--- src/rtl/edac_pkg.sv ---
// Shared definitions for the EDAC scrubber.
// Holds the default geometry of the protected memory, the scrubber FSM
// state encoding and the SEC-DED error classification.
package edac_pkg;

  localparam int EDAC_DATA_BITS      = 128;
  localparam int EDAC_PARITY_BITS    = 9;
  localparam int EDAC_ADDR_BITS      = 10;
  localparam int EDAC_MEM_DEPTH      = 1024;
  localparam int EDAC_SCRUB_INTERVAL = 256;

  typedef enum logic [2:0] {
    IDLE    = 3'd0,
    WAIT    = 3'd1,
    RD_REQ  = 3'd2,
    RD_WAIT = 3'd3,
    CHECK   = 3'd4,
    WR_REQ  = 3'd5,
    NEXT    = 3'd6
  } state_e;

  typedef enum logic [1:0] {
    CLEAN  = 2'd0,
    CORR   = 2'd1,
    UNCORR = 2'd2
  } err_class_e;

endpackage

--- src/rtl/edac_secded_check.sv ---
// Combinational extended-Hamming SEC-DED checker.
// Codeword bit p holds position p (1-based). Positions 1..N-1 form a plain
// Hamming code (check bits at powers of two); position N is even parity over
// the whole word.
//   codeword  : stored codeword, positions [N:1]
//   corrected : codeword with a single-bit error repaired (else unchanged)
//   syndrome  : XOR of the indices of set bits in positions 1..N-1
//   err_class : CLEAN, CORR or UNCORR
module edac_secded_check
  import edac_pkg::*;
#(
  parameter int DATA_BITS   = EDAC_DATA_BITS,
  parameter int PARITY_BITS = EDAC_PARITY_BITS
) (
  input  logic [DATA_BITS+PARITY_BITS:1] codeword,
  output logic [DATA_BITS+PARITY_BITS:1] corrected,
  output logic [PARITY_BITS-2:0]         syndrome,
  output err_class_e                     err_class
);

  localparam int N  = DATA_BITS + PARITY_BITS;
  localparam int SW = PARITY_BITS - 1;

  logic parity;

  always_comb begin
    syndrome = '0;
    for (int p = 1; p < N; p++) begin
      if (codeword[p]) syndrome = syndrome ^ SW'(p);
    end
  end

  assign parity = ^codeword;

  always_comb begin
    err_class = CLEAN;
    corrected = codeword;
    if (parity) begin
      if (syndrome == '0) begin
        // Only the overall parity bit itself is wrong.
        err_class    = CORR;
        corrected[N] = ~codeword[N];
      end else if (int'(syndrome) < N) begin
        err_class = CORR;
        for (int p = 1; p < N; p++) begin
          if (syndrome == SW'(p)) corrected[p] = ~codeword[p];
        end
      end else begin
        // Odd parity but the syndrome points past the word: not a single error.
        err_class = UNCORR;
      end
    end else if (syndrome != '0) begin
      err_class = UNCORR;
    end
  end

endmodule

--- src/rtl/edac_scrubber.sv ---
// Background memory scrubber with SEC-DED correction and write-back.
// Sweeps addresses 0..MEM_DEPTH-1, idling SCRUB_INTERVAL cycles before each
// read, writes back corrected codewords and counts errors.
//   clk, reset         : clock, asynchronous active-high reset
//   scrub_en           : enable sweeping
//   clear_cnt          : zero both error counters (wins over increments)
//   mem_req/we/addr/wdata, mem_gnt : request channel; a request is held
//                        stable until mem_gnt is seen high with it
//   mem_rvalid/rdata   : read return; only sampled in RD_WAIT
//   busy               : FSM not in IDLE
//   corr_cnt, uncorr_cnt, last_err_addr : saturating error statistics
//   uncorr_irq, sweep_done : one-cycle pulses
// Handshake: a transfer happens on a rising clk edge where mem_req and
// mem_gnt are both 1; only one transaction is ever outstanding.
module edac_scrubber
  import edac_pkg::*;
#(
  parameter int DATA_BITS      = EDAC_DATA_BITS,
  parameter int PARITY_BITS    = EDAC_PARITY_BITS,
  parameter int ADDR_BITS      = EDAC_ADDR_BITS,
  parameter int MEM_DEPTH      = EDAC_MEM_DEPTH,
  parameter int SCRUB_INTERVAL = EDAC_SCRUB_INTERVAL
) (
  input  logic                           clk,
  input  logic                           reset,
  input  logic                           scrub_en,
  input  logic                           clear_cnt,
  output logic                           mem_req,
  output logic                           mem_we,
  output logic [ADDR_BITS-1:0]           mem_addr,
  output logic [DATA_BITS+PARITY_BITS:1] mem_wdata,
  input  logic                           mem_gnt,
  input  logic                           mem_rvalid,
  input  logic [DATA_BITS+PARITY_BITS:1] mem_rdata,
  output logic                           busy,
  output logic [15:0]                    corr_cnt,
  output logic [15:0]                    uncorr_cnt,
  output logic [ADDR_BITS-1:0]           last_err_addr,
  output logic                           uncorr_irq,
  output logic                           sweep_done
);

  localparam int N  = DATA_BITS + PARITY_BITS;
  localparam int CW = $clog2(SCRUB_INTERVAL) + 1;
  localparam logic [ADDR_BITS-1:0] LAST_ADDR = ADDR_BITS'(MEM_DEPTH - 1);

  state_e                 state;
  logic [CW-1:0]          wait_cnt;
  logic [N:1]             rdata_q;
  logic [N:1]             fixed;
  logic [PARITY_BITS-2:0] syndrome;
  err_class_e             cls;
  logic                   unused_syndrome;

  edac_secded_check #(
    .DATA_BITS  (DATA_BITS),
    .PARITY_BITS(PARITY_BITS)
  ) u_check (
    .codeword (rdata_q),
    .corrected(fixed),
    .syndrome (syndrome),
    .err_class(cls)
  );

  assign unused_syndrome = ^syndrome;
  assign busy            = (state != IDLE);

  // mem_addr doubles as the sweep pointer; it only changes in NEXT, so it is
  // stable for the whole life of a request.
  always_ff @(posedge clk or posedge reset) begin
    if (reset) begin
      state         <= IDLE;
      wait_cnt      <= '0;
      mem_req       <= 1'b0;
      mem_we        <= 1'b0;
      mem_addr      <= '0;
      mem_wdata     <= '0;
      rdata_q       <= '0;
      corr_cnt      <= '0;
      uncorr_cnt    <= '0;
      last_err_addr <= '0;
      uncorr_irq    <= 1'b0;
      sweep_done    <= 1'b0;
    end else begin
      uncorr_irq <= 1'b0;
      sweep_done <= 1'b0;
      case (state)
        IDLE: begin
          if (scrub_en) begin
            state    <= WAIT;
            wait_cnt <= CW'(SCRUB_INTERVAL - 1);
          end
        end
        WAIT: begin
          if (!scrub_en) begin
            state <= IDLE;
          end else if (wait_cnt == '0) begin
            state   <= RD_REQ;
            mem_req <= 1'b1;
            mem_we  <= 1'b0;
          end else begin
            wait_cnt <= wait_cnt - 1'b1;
          end
        end
        RD_REQ: begin
          if (mem_gnt) begin
            mem_req <= 1'b0;
            state   <= RD_WAIT;
          end
        end
        RD_WAIT: begin
          if (mem_rvalid) begin
            rdata_q <= mem_rdata;
            state   <= CHECK;
          end
        end
        CHECK: begin
          case (cls)
            CORR: begin
              mem_wdata <= fixed;
              mem_req   <= 1'b1;
              mem_we    <= 1'b1;
              state     <= WR_REQ;
              if (corr_cnt != 16'hFFFF) corr_cnt <= corr_cnt + 16'd1;
            end
            UNCORR: begin
              if (uncorr_cnt != 16'hFFFF) uncorr_cnt <= uncorr_cnt + 16'd1;
              last_err_addr <= mem_addr;
              uncorr_irq    <= 1'b1;
              sweep_done    <= (mem_addr == LAST_ADDR);
              state         <= NEXT;
            end
            default: begin
              sweep_done <= (mem_addr == LAST_ADDR);
              state      <= NEXT;
            end
          endcase
        end
        WR_REQ: begin
          if (mem_gnt) begin
            mem_req    <= 1'b0;
            mem_we     <= 1'b0;
            sweep_done <= (mem_addr == LAST_ADDR);
            state      <= NEXT;
          end
        end
        NEXT: begin
          // sweep_done was raised on entry so it is visible during NEXT.
          mem_addr <= (mem_addr == LAST_ADDR) ? '0 : mem_addr + 1'b1;
          if (scrub_en) begin
            state    <= WAIT;
            wait_cnt <= CW'(SCRUB_INTERVAL - 1);
          end else begin
            state <= IDLE;
          end
        end
        default: state <= IDLE;
      endcase
      // Placed last so a clear overrides a same-cycle increment.
      if (clear_cnt) begin
        corr_cnt   <= '0;
        uncorr_cnt <= '0;
      end
    end
  end

endmodule

--- config.mk ---
export PLATFORM = sky130hd
export DESIGN_NAME = edac_scrubber
export DESIGN_NICKNAME = d
export VERILOG_FILES = /design/src/rtl/edac_pkg.sv /design/src/rtl/edac_secded_check.sv /design/src/rtl/edac_scrubber.sv
export SDC_FILE = /design/constraint.sdc
export NUM_CORES = 1
export LEC_CHECK = 0
export ABC_AREA = 0
export BUFFER_PORTS_ARGS = -buffer_cell sky130_fd_sc_hd__buf_2
export CELL_PAD_IN_SITES_DETAIL_PLACEMENT = 0
export CELL_PAD_IN_SITES_GLOBAL_PLACEMENT = 1
export CORE_MARGIN = 5
export CORE_UTILIZATION = 48
export CTS_CLUSTER_DIAMETER = 120
export DETAILED_ROUTE_END_ITERATION = 8
export GPL_ROUTABILITY_DRIVEN = 0
export PLACE_DENSITY = 0.87
export SYNTH_ARGS = -nofsm -noshare
export SYNTH_HDL_FRONTEND = slang
export SYNTH_SLANG_ARGS = --single-unit
--- constraint.sdc ---
create_clock -name clk -period 24.9 [get_ports clk]
set_input_delay 3.735 -clock clk [delete_from_list [all_inputs] [get_ports clk]]
set_output_delay 3.735 -clock clk [all_outputs]
set_load 0.01 [all_outputs]
Word level (Yosys, flattened, before mapping)
Cells that the tools add are included.
- bits of input ports: 143
- logic and storage cells: 787
- output and inout bits: 194
- bits in registers: 342
- multiplexer cells: 315
- reductions and logical operators: 25
- bitwise gates (word level): 272
- add/sub/neg operators: 4
- magnitude comparators: 1
- eq/ne operators: 158
- operators with widths (operator ; count):
    $eq 8x7->1 const B ; 64
    $mux 7 ; 64
    $mux 136 ; 2
    $eq 8x6->1 const B ; 32
    $mux 6 ; 32
    $mux 1 ; 149
    $not 4->4 ; 36
    $mux 137 ; 1
    $not 1->1 ; 137
    $reduce_xor 137->1 ; 1
    $eq 8x5->1 const B ; 16
    $mux 16 ; 8
    $not 3->3 ; 38
    $not 5->5 ; 21
    $mux 5 ; 16
    $eq 8x8->1 const B ; 9
    $mux 8 ; 9
    $eq 8x4->1 const B ; 8
    $not 2->2 ; 25
    $not 6->6 ; 7
    $add 16x1->16 const B ; 2
    $eq 8x3->1 const B ; 4
    $mux 4 ; 8
    $ne 16x16->1 const B ; 2
    35 further kinds ; 84

Longest topological paths before layout
Gate-level depths: netlist of the first run.
- depth in word-level cells: 272
- mapped depth: 16

Modules after synthesis
Synthesis of the first run repeated with hierarchy kept, for this count alone.
- cells, all modules: 1843
- area, all modules: 18789.3 µm²
- modules (own cells, without submodules) (module ; times used ; area an instance (µm²) ; cells an instance):
    edac_scrubber ; 1 ; 13751.9 ; 1248
    edac_secded_check ; 1 ; 5037.3 ; 595

Least setup slack after synthesis of the first run
No wires, ideal clock.
- path kind: input port to flip-flop
- start: input mem_rvalid
- end: register rdata_q[68] (netlist bit)
- arrival time: 4888 ps
- slack: 19887 ps
- cell stages on the path: 4
- path buffers: 2
- cells stage by stage: nand3_1 clkbuf_1 clkbuf_1 mux2_2
- cells in the longest elaborated chain, start to end: 1
- ends and longest elaborated chain (what ; line ; text):
    start: declaration ; edac_scrubber.sv:33 ; input logic mem_rvalid,
    $reduce_and 2->1 (no line) ; - ;
    end signal: assignment ; edac_scrubber.sv:113 ; rdata_q <= mem_rdata;
    end: declaration ; edac_scrubber.sv:49 ; logic [N:1] rdata_q;
No other way between the ends.
A chain may end at the register's enable or synchronous reset.

Worst setup path after layout of the first run
- start: input mem_rvalid
- end: register rdata_q[33] (netlist bit)
The elaborated chain is that of the path after synthesis.

==> impl_metrics.yaml, run 1 <==
outcome:
  status: "completed"
detailed_routing:
  detail-route-antenna-nets: 0
  drtIter0Drc: 985
  drc: 0
  drt-total-wl_mm: 56.7
  drt_pass1_iterations: 7
  avgRoutedWirePerCell_um: 22.2
  via_per_inst: 5.48
  vias: 14000
floorplan:
  rows: 71
  pin_count: 337
  die_h_um: 206
  die_x_um: 206
  fp.coreArea_sq_um: 37800
  start_util_pct: 48.7
  dieArea_sq_um: 42300
critical_path:
  cp_max_fo: 84
  r2r_slack_ns: 19.40
  critPathRequiredTime_ns: 25.34
  arrival_ns: 5.97
  cp-end-kind: "flop"
  startpoint_type: "primary input"
  r2r-start: "rdata_q[109]"
  critPathKind: "in -> reg"
  setup.worst_path.start: "mem_rvalid"
final_layout:
  fillers: 3273
  syn_to_final_growth_pct: 18.9
  antenna_cells: 0
  layout.nets: 2164
  drive_gt1_share_pct: 29.1
synth:
  synth_top_area_share_pct: 46.5
  yosys-mux-area-fraction_pct: 9.16
  seq_area_frac_synth_pct: 46.5
  syn-cell-area_sq_um: 18400
  synthTopCellsByArea: "dfrtp_1 (47%), mux2_2 (9.0%), xnor2_1 (9.0%), xor2_1 (7.1%), nand2_1 (5.6%)"
  yosys-top-cells-count: "dfrtp_1 (342), nand2_1 (275), xnor2_1 (189)"
  synth_nets: 1847
  yosysUniqueCellTypes: 67
  synth_ff_type: "dfrtp_1"
  synth_top_family_by_area: "XOR/XNOR gates"
  yosys.area_share.simple_pct: 11.7
  yosysWarningCount: 0
  synth_adder_area_share_pct: 0.272
  synth_largest_area_cell: "dfrtp_1"
  synth_edf_count: 0
  avgSynthCellArea_sq_um: 10.8
  synth_most_common_cell: "dfrtp_1"
  async_reset_ff_share_pct: 100
  synth_xor_xnor_area_share_pct: 21.8
  synth_seq_cells: 342
  syn_inst: 1700
  synth_compound_area_share_pct: 8.41
clock_tree:
  hold_buffers: 0
  cts_resized: 0
  numCtsBuffers: 38
  clk_root_buffer_cell: "clkbuf_16"
  clkTransAtPathRegs_ns: 0.06
  clk_path_buf_depth: 3
  clkLatencyLatePin_ns: 0.56
  cts_tree: "built"
  cts_sinks: 342
  post_cts_buffers: 0
  htreeDepth: 2
sta:
  rsz0062_at_grt: "no"
  finalHoldViolCount: 0
  fmax_mhz: 181
  slew_viol_final: 0
  setup_violations: 0
  finalClockSkew_ns: 0.0238
  fin_setup_tns_ns: 0
  post-route-min-period_ns: 5.53
  relSlewSlack_pct: 12.8
  tightest_slew_ns: 1.30
  fin_crit_sh_pct: 22.2
run:
  max-cap-violations: 0
worst_hold_path:
  min_path_type: "reg -> reg"
  hold_path_startpoint: "mem_wdata[32]"
place:
  hpwlAfterDp_mm: 42.0
  io_buffers: 336
grt:
  grt_usage_pct: 26.2
  grt_pass1_vias: 13900
  overflow: 0
  grt_pass1_wl_mm: 83.3
  antenna_found_initial: 3
  grt_max_degree: 174
==> logic make-up (layout without fill, tap and decap cells) <==
logic type | after synthesis | in the layout
and+or+nand+nor | 465 | 465
xor gates and xnor gates | 386 | 386
DFF | 342 | 342
AOI/OAI and AO/OA | 262 | 262
muxes | 150 | 150
buffers and inverters | 91 | 437
adders and majority gates | 4 | 4
==> critical path, cell delays in order <==
cell and delay, ns:
buf_2 0.13, nand3_4 0.58, buf_4 0.93, mux2_2 0.43
==> area by class of cell <==
class / instances / area, sq um / share of cell area [%]
Timing Repair Buffer: 353 / 1820 / 8.33
Inverter: 15 / 63.8 / 0.292
Clock inverter: 12 / 186 / 0.853
Tap cell: 511 / 639 / 2.92
Clock buffer: 57 / 1130 / 5.18
Multi-Input combinational cell: 1267 / 9460 / 43.3
Sequential cell: 342 / 8560 / 39.1
==> metrics by stage <==
step	util [%]	area, sq um	std cells	setup slack (ns)	hold slack, ns
2_1_floorplan	-	18400	1700	11.69	0.474
3_3_place_gp	54.4	20500	2488	18.87	0.458
3_5_place_dp	54.4	20500	2488	18.84	0.465
4_1_cts	57.9	21900	2557	19.40	0.478
5_1_grt	57.9	21900	2557	19.04	0.491
6_report	57.9	21900	2557	19.37	0.473
==> path summary, 6_finish.rpt <==
check	to	depth (start not counted)
min in group asynchronous	mem_wdata[103]	2
max	rdata_q[33]	4
min reg2reg	mem_wdata[32]	2
min	mem_wdata[32]	2
max reg2reg	mem_wdata[44]	11
max in group asynchronous	last_err_addr[8]	3
==> metal layers <==
layer  GRT usage, %  routed length, um  vias to the layer above
met3           5.56               4320                      126
met1           35.1              23300                     6955
li1               -                  -                     6442
met2           41.9              26900                      489
met5              0                 41                        -
met4           10.1               2140                        6
==> layout by cell type, fill, tap and decap left out, types with 7 or more instances in the layout <==
cell / count
dfrtp_1: 342
buf_2: 336
nand2_1: 275
xnor2_1: 189
xor2_1: 150
mux2_2: 147
o21ai_0: 120
nor2_1: 46
a21oi_1: 43
clkbuf_16: 39
xnor3_1: 35
o21ai_1: 35
nand3_1: 27
nor3_1: 24
o31ai_1: 23
or4_1: 21
buf_4: 16
inv_1: 12
or3_1: 12
nand4_1: 11
nor2b_1: 9
a211oi_1: 9
clkbuf_8: 9
clkbuf_1: 9
and3_1: 7
a311oi_1: 7
==> registers in the layout, indices dropped and copies added (netlist names) <==
name / count
mem_req: 1
mem_we: 1
last_err_addr: 10
uncorr_irq: 1
sweep_done: 1
corr_cnt: 16
wait_cnt: 9
state: 3
rdata_q: 137
uncorr_cnt: 16
mem_wdata: 137
mem_addr: 10
Power of run 1 is not shown: default switching activity piles up to over one toggle a cycle in this logic, so the estimate is an artifact.
==> run 2, diff against run 1 <==
--- a/config.mk
+++ b/config.mk
@@ -5,16 +5,16 @@
 export SDC_FILE = /design/constraint.sdc
 export NUM_CORES = 1
 export LEC_CHECK = 0
-export ABC_AREA = 0
+export ABC_AREA = 1
 export BUFFER_PORTS_ARGS = -buffer_cell sky130_fd_sc_hd__buf_2
 export CELL_PAD_IN_SITES_DETAIL_PLACEMENT = 0
 export CELL_PAD_IN_SITES_GLOBAL_PLACEMENT = 1
 export CORE_MARGIN = 5
-export CORE_UTILIZATION = 48
+export CORE_UTILIZATION = 38
 export CTS_CLUSTER_DIAMETER = 120
 export DETAILED_ROUTE_END_ITERATION = 8
 export GPL_ROUTABILITY_DRIVEN = 0
-export PLACE_DENSITY = 0.87
+export PLACE_DENSITY = 0.77
 export SYNTH_ARGS = -nofsm -noshare
 export SYNTH_HDL_FRONTEND = slang
 export SYNTH_SLANG_ARGS = --single-unit
==> constraint.sdc (replaced) <==
create_clock -name clk -period 4.9 [get_ports clk]
set_input_delay 0.735 -clock clk [delete_from_list [all_inputs] [get_ports clk]]
set_output_delay 0.735 -clock clk [all_outputs]
set_load 0.01 [all_outputs]
==> impl_metrics.yaml, run 2 <==
detailed_routing:
  vias: 19000
  drc: 0
  via_per_inst: 4.90
  drt-total-wl_mm: 74.5
  drt_pass1_iterations: 5
  detail-route-antenna-nets: 0
  avgRoutedWirePerCell_um: 19.3
  drtIter0Drc: 1244
sta:
  tightest_slew_ns: 0.933
  slew_viol_final: 0
  fin_crit_sh_pct: 83.0
  fmax_mhz: 246
  hold_ws_ns: 0.359
  setup_violations: 0
  finalClockSkew_ns: 0.0256
  post-route-min-period_ns: 4.06
  rsz0062_at_grt: "no"
  relSlewSlack_pct: 37.6
  fin_setup_tns_ns: 0
  finalHoldViolCount: 0
final_layout:
  layout.nets: 3227
  final_cells: 3868
  layout.cells.most_common: "nand2_1"
  antenna_cells: 0
  drive_gt1_share_pct: 17.4
  syn_to_final_growth_pct: 17.2
  top_regs: "mem_wdata x137, rdata_q x137"
  final_cell_mix: "nand2_1 (844), dfrtp_1 (342), buf_2 (336), inv_1 (299), xor2_1 (238)"
place:
  place_inst: 3791
  hpwlAfterDp_mm: 57.0
  io_buffers: 336
synth:
  synth_ff_type: "dfrtp_1"
  synthTopCellsByArea: "dfrtp_1 (40%), nand2_1 (15%), xor2_1 (9.6%), xnor2_1 (5.3%), inv_1 (5.2%)"
  synth_nets: 2956
  synth_top_area_share_pct: 39.6
  synth_largest_area_cell: "dfrtp_1"
  syn_inst: 2809
  synth_seq_cells: 342
  avgSynthCellArea_sq_um: 7.70
  async_reset_ff_share_pct: 100
  synth_edf_count: 0
  synth_most_common_cell: "nand2_1"
  yosysUniqueCellTypes: 50
  yosysWarningCount: 0
  syn-cell-area_sq_um: 21600
  seq_area_frac_synth_pct: 39.6
  yosys-top-cells-count: "nand2_1 (845), dfrtp_1 (342), inv_1 (300)"
floorplan:
  start_util_pct: 38.4
  rows: 87
  die_x_um: 249
  die_h_um: 249
  fp.coreArea_sq_um: 56400
  pin_count: 337
  dieArea_sq_um: 61800
critical_path:
  r2r_slack_ns: 0.84
  arrival_ns: 4.53
  ff2ff_path_depth: 21
  endpoint: "mem_wdata[117]"
  cp_max_fo: 7
  critPathKind: "reg -> reg"
  critPathRequiredTime_ns: 5.37
  rr_endpoint: "mem_wdata[117]"
  setup.worst_path.start: "rdata_q[123]"
  startpoint_type: "flop"
  r2r-start: "rdata_q[123]"
  cp-end-kind: "flop"
clock_tree:
  cts_sinks: 342
  clkLatencyLatePin_ns: 0.58
  clkTransAtPathRegs_ns: 0.06
  clk_root_buffer_cell: "clkbuf_16"
  clk_path_buf_depth: 3
  cts_tree: "built"
  cts_resized: 0
  numCtsBuffers: 43
  hold_buffers: 0
  htreeDepth: 2
  post_cts_buffers: 0
grt:
  grt_pass1_wl_mm: 113
  overflow: 0
  antenna_found_initial: 0
  grt_usage_pct: 23.3
  grt_pass1_vias: 18500
  grt_max_degree: 119
worst_hold_path:
  min_path_type: "in -> async"
outcome:
  status: "completed"
run:
  max-cap-violations: 0
## run 2: cell types whose count changed in the layout (fill, tap and decap cells not counted), sizes merged, moves of 23 or more
cell | before | now
nand2 | 275 | 858
inv | 16 | 313
nor2 | 47 | 246
o21ai | 156 | 46
o21a | 1 | 110
nand3 | 28 | 130
xor2 | 150 | 241
mux2 | 147 | 57
a21oi | 44 | 111
xnor2 | 194 | 137
xnor3 | 38 | 1
o31ai | 23 | 0
## run 2: worst min path at each step
stage / startpoint / to / slack, ns
global placement: last_err_addr[3] / last_err_addr[3] / 0.46
finish: reset / mem_wdata[22] / 0.36
CTS: mem_rdata[120] / rdata_q[120] / 0.35
global route: mem_rdata[136] / rdata_q[136] / 0.36
detailed placement: last_err_addr[4] / last_err_addr[4] / 0.46
floorplan: wait_cnt[7] / wait_cnt[7] / 0.45
## run 2: logic make-up after synthesis
kind of cell / Yosys count / share of synthesized area [%]
buffers and inverters: 443 / 8.48
adders and majority gates: 4 / 0.231
muxes: 73 / 3.71
xor gates and xnor gates: 379 / 15.7
AOI/OAI and AO/OA: 280 / 7.93
and+or+nand+nor: 1288 / 24.4
DFF: 342 / 39.6
## run 2: worst max-delay path, stage by stage, from the launching register on
cell     delay (ns)
dfrtp_1        0.57
xor2_1         0.18
nand2_1        0.06
nand2_1        0.20
inv_1          0.14
nand2_1        0.10
nand3_1        0.10
nand2_1        0.08
nand2_1        0.04
nand2_1        0.11
nand3_1        0.09
nand2_1        0.18
inv_1          0.09
nand2_1        0.08
nand2_2        0.09
a21oi_1        0.32
nand2_1        0.40
inv_1          0.53
nand2_1        0.13
xor2_1         0.22
nand2_1        0.09
o21a_1         0.14
## run 2: final cells by class
cell class / instances / area (sq um)
fill: 5783 / 31000
multi-input combinational: 2024 / 11300
sequential: 342 / 8560
timing repair buffer: 356 / 1940
clock buffer: 58 / 1240
inverter: 313 / 1180
tap: 756 / 946
clock inverter: 19 / 231
## run 2: through the flow
stage | utilization, % | setup slack [ns] | cell area, sq um
floorplan | - | -0.410 | 21600
global placement | 42.4 | 0.934 | 23900
detailed placement | 42.4 | 0.902 | 23900
CTS | 45.0 | 0.859 | 25400
global route | 45.0 | 0.522 | 25400
finish | 45.0 | 0.835 | 25400
## run 2: routing by layer
metal  track usage, %  vias up  wire length (um)
met5                0        -                 0
met4             6.56        0              2210
met3             4.37      105              4180
met2             37.5      504             34400
met1             32.2     9119             33800
li1                 -     9228                 -
Power of run 2 is left out for the same reason.
==> run 3, diff against run 2 <==
--- a/config.mk
+++ b/config.mk
@@ -5,16 +5,16 @@
 export SDC_FILE = /design/constraint.sdc
 export NUM_CORES = 1
 export LEC_CHECK = 0
-export ABC_AREA = 1
+export ABC_AREA = 0
 export BUFFER_PORTS_ARGS = -buffer_cell sky130_fd_sc_hd__buf_2
 export CELL_PAD_IN_SITES_DETAIL_PLACEMENT = 0
 export CELL_PAD_IN_SITES_GLOBAL_PLACEMENT = 1
 export CORE_MARGIN = 5
-export CORE_UTILIZATION = 38
+export CORE_UTILIZATION = 44
 export CTS_CLUSTER_DIAMETER = 120
 export DETAILED_ROUTE_END_ITERATION = 8
 export GPL_ROUTABILITY_DRIVEN = 0
-export PLACE_DENSITY = 0.77
+export PLACE_DENSITY = 0.8
 export SYNTH_ARGS = -nofsm -noshare
 export SYNTH_HDL_FRONTEND = slang
 export SYNTH_SLANG_ARGS = --single-unit
==> constraint.sdc (replaced) <==
create_clock -name clk -period 4.15 [get_ports clk]
set_input_delay 0.6225 -clock clk [delete_from_list [all_inputs] [get_ports clk]]
set_output_delay 0.6225 -clock clk [all_outputs]
set_load 0.01 [all_outputs]
==> impl_metrics.yaml, run 3 (same netlist as run 1, synthesis figures left out) <==
sta:
  fmax_mhz: 249
  finalClockSkew_ns: 0.0232
  relSlewSlack_pct: 50.5
  tightest_slew_ns: 0.741
  post-route-min-period_ns: 4.01
  slew_viol_final: 0
  fin_crit_sh_pct: 96.7
  finalHoldViolCount: 0
  setup_ws_ns: 0.136
  setup_violations: 0
floorplan:
  fp.coreArea_sq_um: 41700
  die_x_um: 214
  start_util_pct: 44.1
  rows: 75
  dieArea_sq_um: 46000
  die_h_um: 214
  pin_count: 337
clock_tree:
  clk_path_buf_depth: 3
  numCtsBuffers: 38
  cts_sinks: 342
  clkTransAtPathRegs_ns: 0.06
  clkLatencyLatePin_ns: 0.56
  cts_tree: "built"
  htreeDepth: 2
  hold_buffers: 0
  clk_root_buffer_cell: "clkbuf_16"
detailed_routing:
  vias: 14400
  via_per_inst: 5.39
  drtIter0Drc: 980
  drt_pass1_iterations: 5
  drc: 0
  avgRoutedWirePerCell_um: 23.0
  detail-route-antenna-nets: 0
  drt-total-wl_mm: 61.2
grt:
  grt_pass1_wl_mm: 91.7
  grt_pass1_vias: 14900
  grt_max_degree: 105
  overflow: 0
  antenna_found_initial: 6
  grt_usage_pct: 25.9
critical_path:
  startpoint_type: "flop"
  cp_max_fo: 7
  critPathKind: "reg -> reg"
  critPathRequiredTime_ns: 4.62
  arrival_ns: 4.48
  cp-end-kind: "flop"
final_layout:
  fillers: 3681
  final_cell_mix: "dfrtp_1 (339), buf_2 (336), nand2_1 (275), xnor2_1 (174)"
  layout.nets: 2243
  top_regs: "mem_wdata x137, rdata_q x137"
  final-seq-area_sq_um: 8560
  drive_gt1_share_pct: 33.1
  syn_to_final_growth_pct: 24.6
  multiInputGateArea_sq_um: 9630
  layout.cells.most_common: "dfrtp_1"
place:
  dp_slack_ns: 0.0338
  hpwlAfterDp_mm: 45.9
  io_buffers: 336
outcome:
  status: "completed"
worst_hold_path:
  min_path_type: "in -> async"
run:
  max-cap-violations: 0
run 3: critical path, cell delays in order (launching register included):
cell,delay (ns)
dfrtp_1,0.43
xor2_1,0.22
xnor3_2,0.50
xor3_2,0.41
xor3_2,0.31
xnor3_1,0.42
xnor3_2,0.34
buf_4,0.20
nor3_1,0.18
o211ai_1,0.27
or4_1,0.49
a21oi_1,0.16
run 3: cell type report:
cell class	instances	area share, %
sequential	342	37.4
clock inverter	17	1.06
inverter	15	0.262
multi-input combinational	1267	42.0
timing repair buffer	432	11.4
clock buffer	51	4.90
tap	539	2.94
antenna	2	0.0218
run 3: what timing repair did:
item,4_1_cts,5_1_grt
setup buffers,0,6
setup endpoints to repair,1,164
gates resized for setup,0,29
pin swaps,0,7
cloned,0,1
run 3: worst paths after layout:
| check | startpoint | to | slack, ns | depth (start not counted) |
|---|---|---|---|---|
| setup / recovery | rdata_q[104] | corr_cnt[15] | 0.14 | 11 |
| hold / removal | reset | mem_wdata[84] | 0.20 | 2 |
| setup reg to reg | rdata_q[104] | corr_cnt[15] | 0.14 | 11 |
| hold reg to reg | mem_wdata[99] | mem_wdata[99] | 0.47 | 2 |
| max in group asynchronous | reset | rdata_q[17] | 2.93 | 3 |
| min in group clk | mem_rdata[35] | rdata_q[35] | 0.30 | 2 |
run 3: layer usage:
| layer | track usage [%] | vias to the layer above | share of wire (%) |
|---|---|---|---|
| met5 | 0 | - | 0.087 |
| met4 | 11.6 | 8 | 4.8 |
| met3 | 7.54 | 141 | 8.5 |
| met2 | 41.3 | 482 | 46 |
| met1 | 33.1 | 7113 | 40 |
| li1 | - | 6610 | - |
run 3: stage by stage:
stage	TNS (ns)	hold WS, ns	instances	utilization [%]	cell area (sq um)
global route	-0.00693	0.221	2664	55.0	22900
global placement	0	0.457	2588	51.2	21300
finish	0	0.197	2665	55.0	22900
detailed placement	0	0.465	2588	51.2	21300
floorplan	-358.08	0.474	1700	-	18400
CTS	-0.00000311	0.192	2656	54.4	22700
Power of run 3 is left out for the same reason.
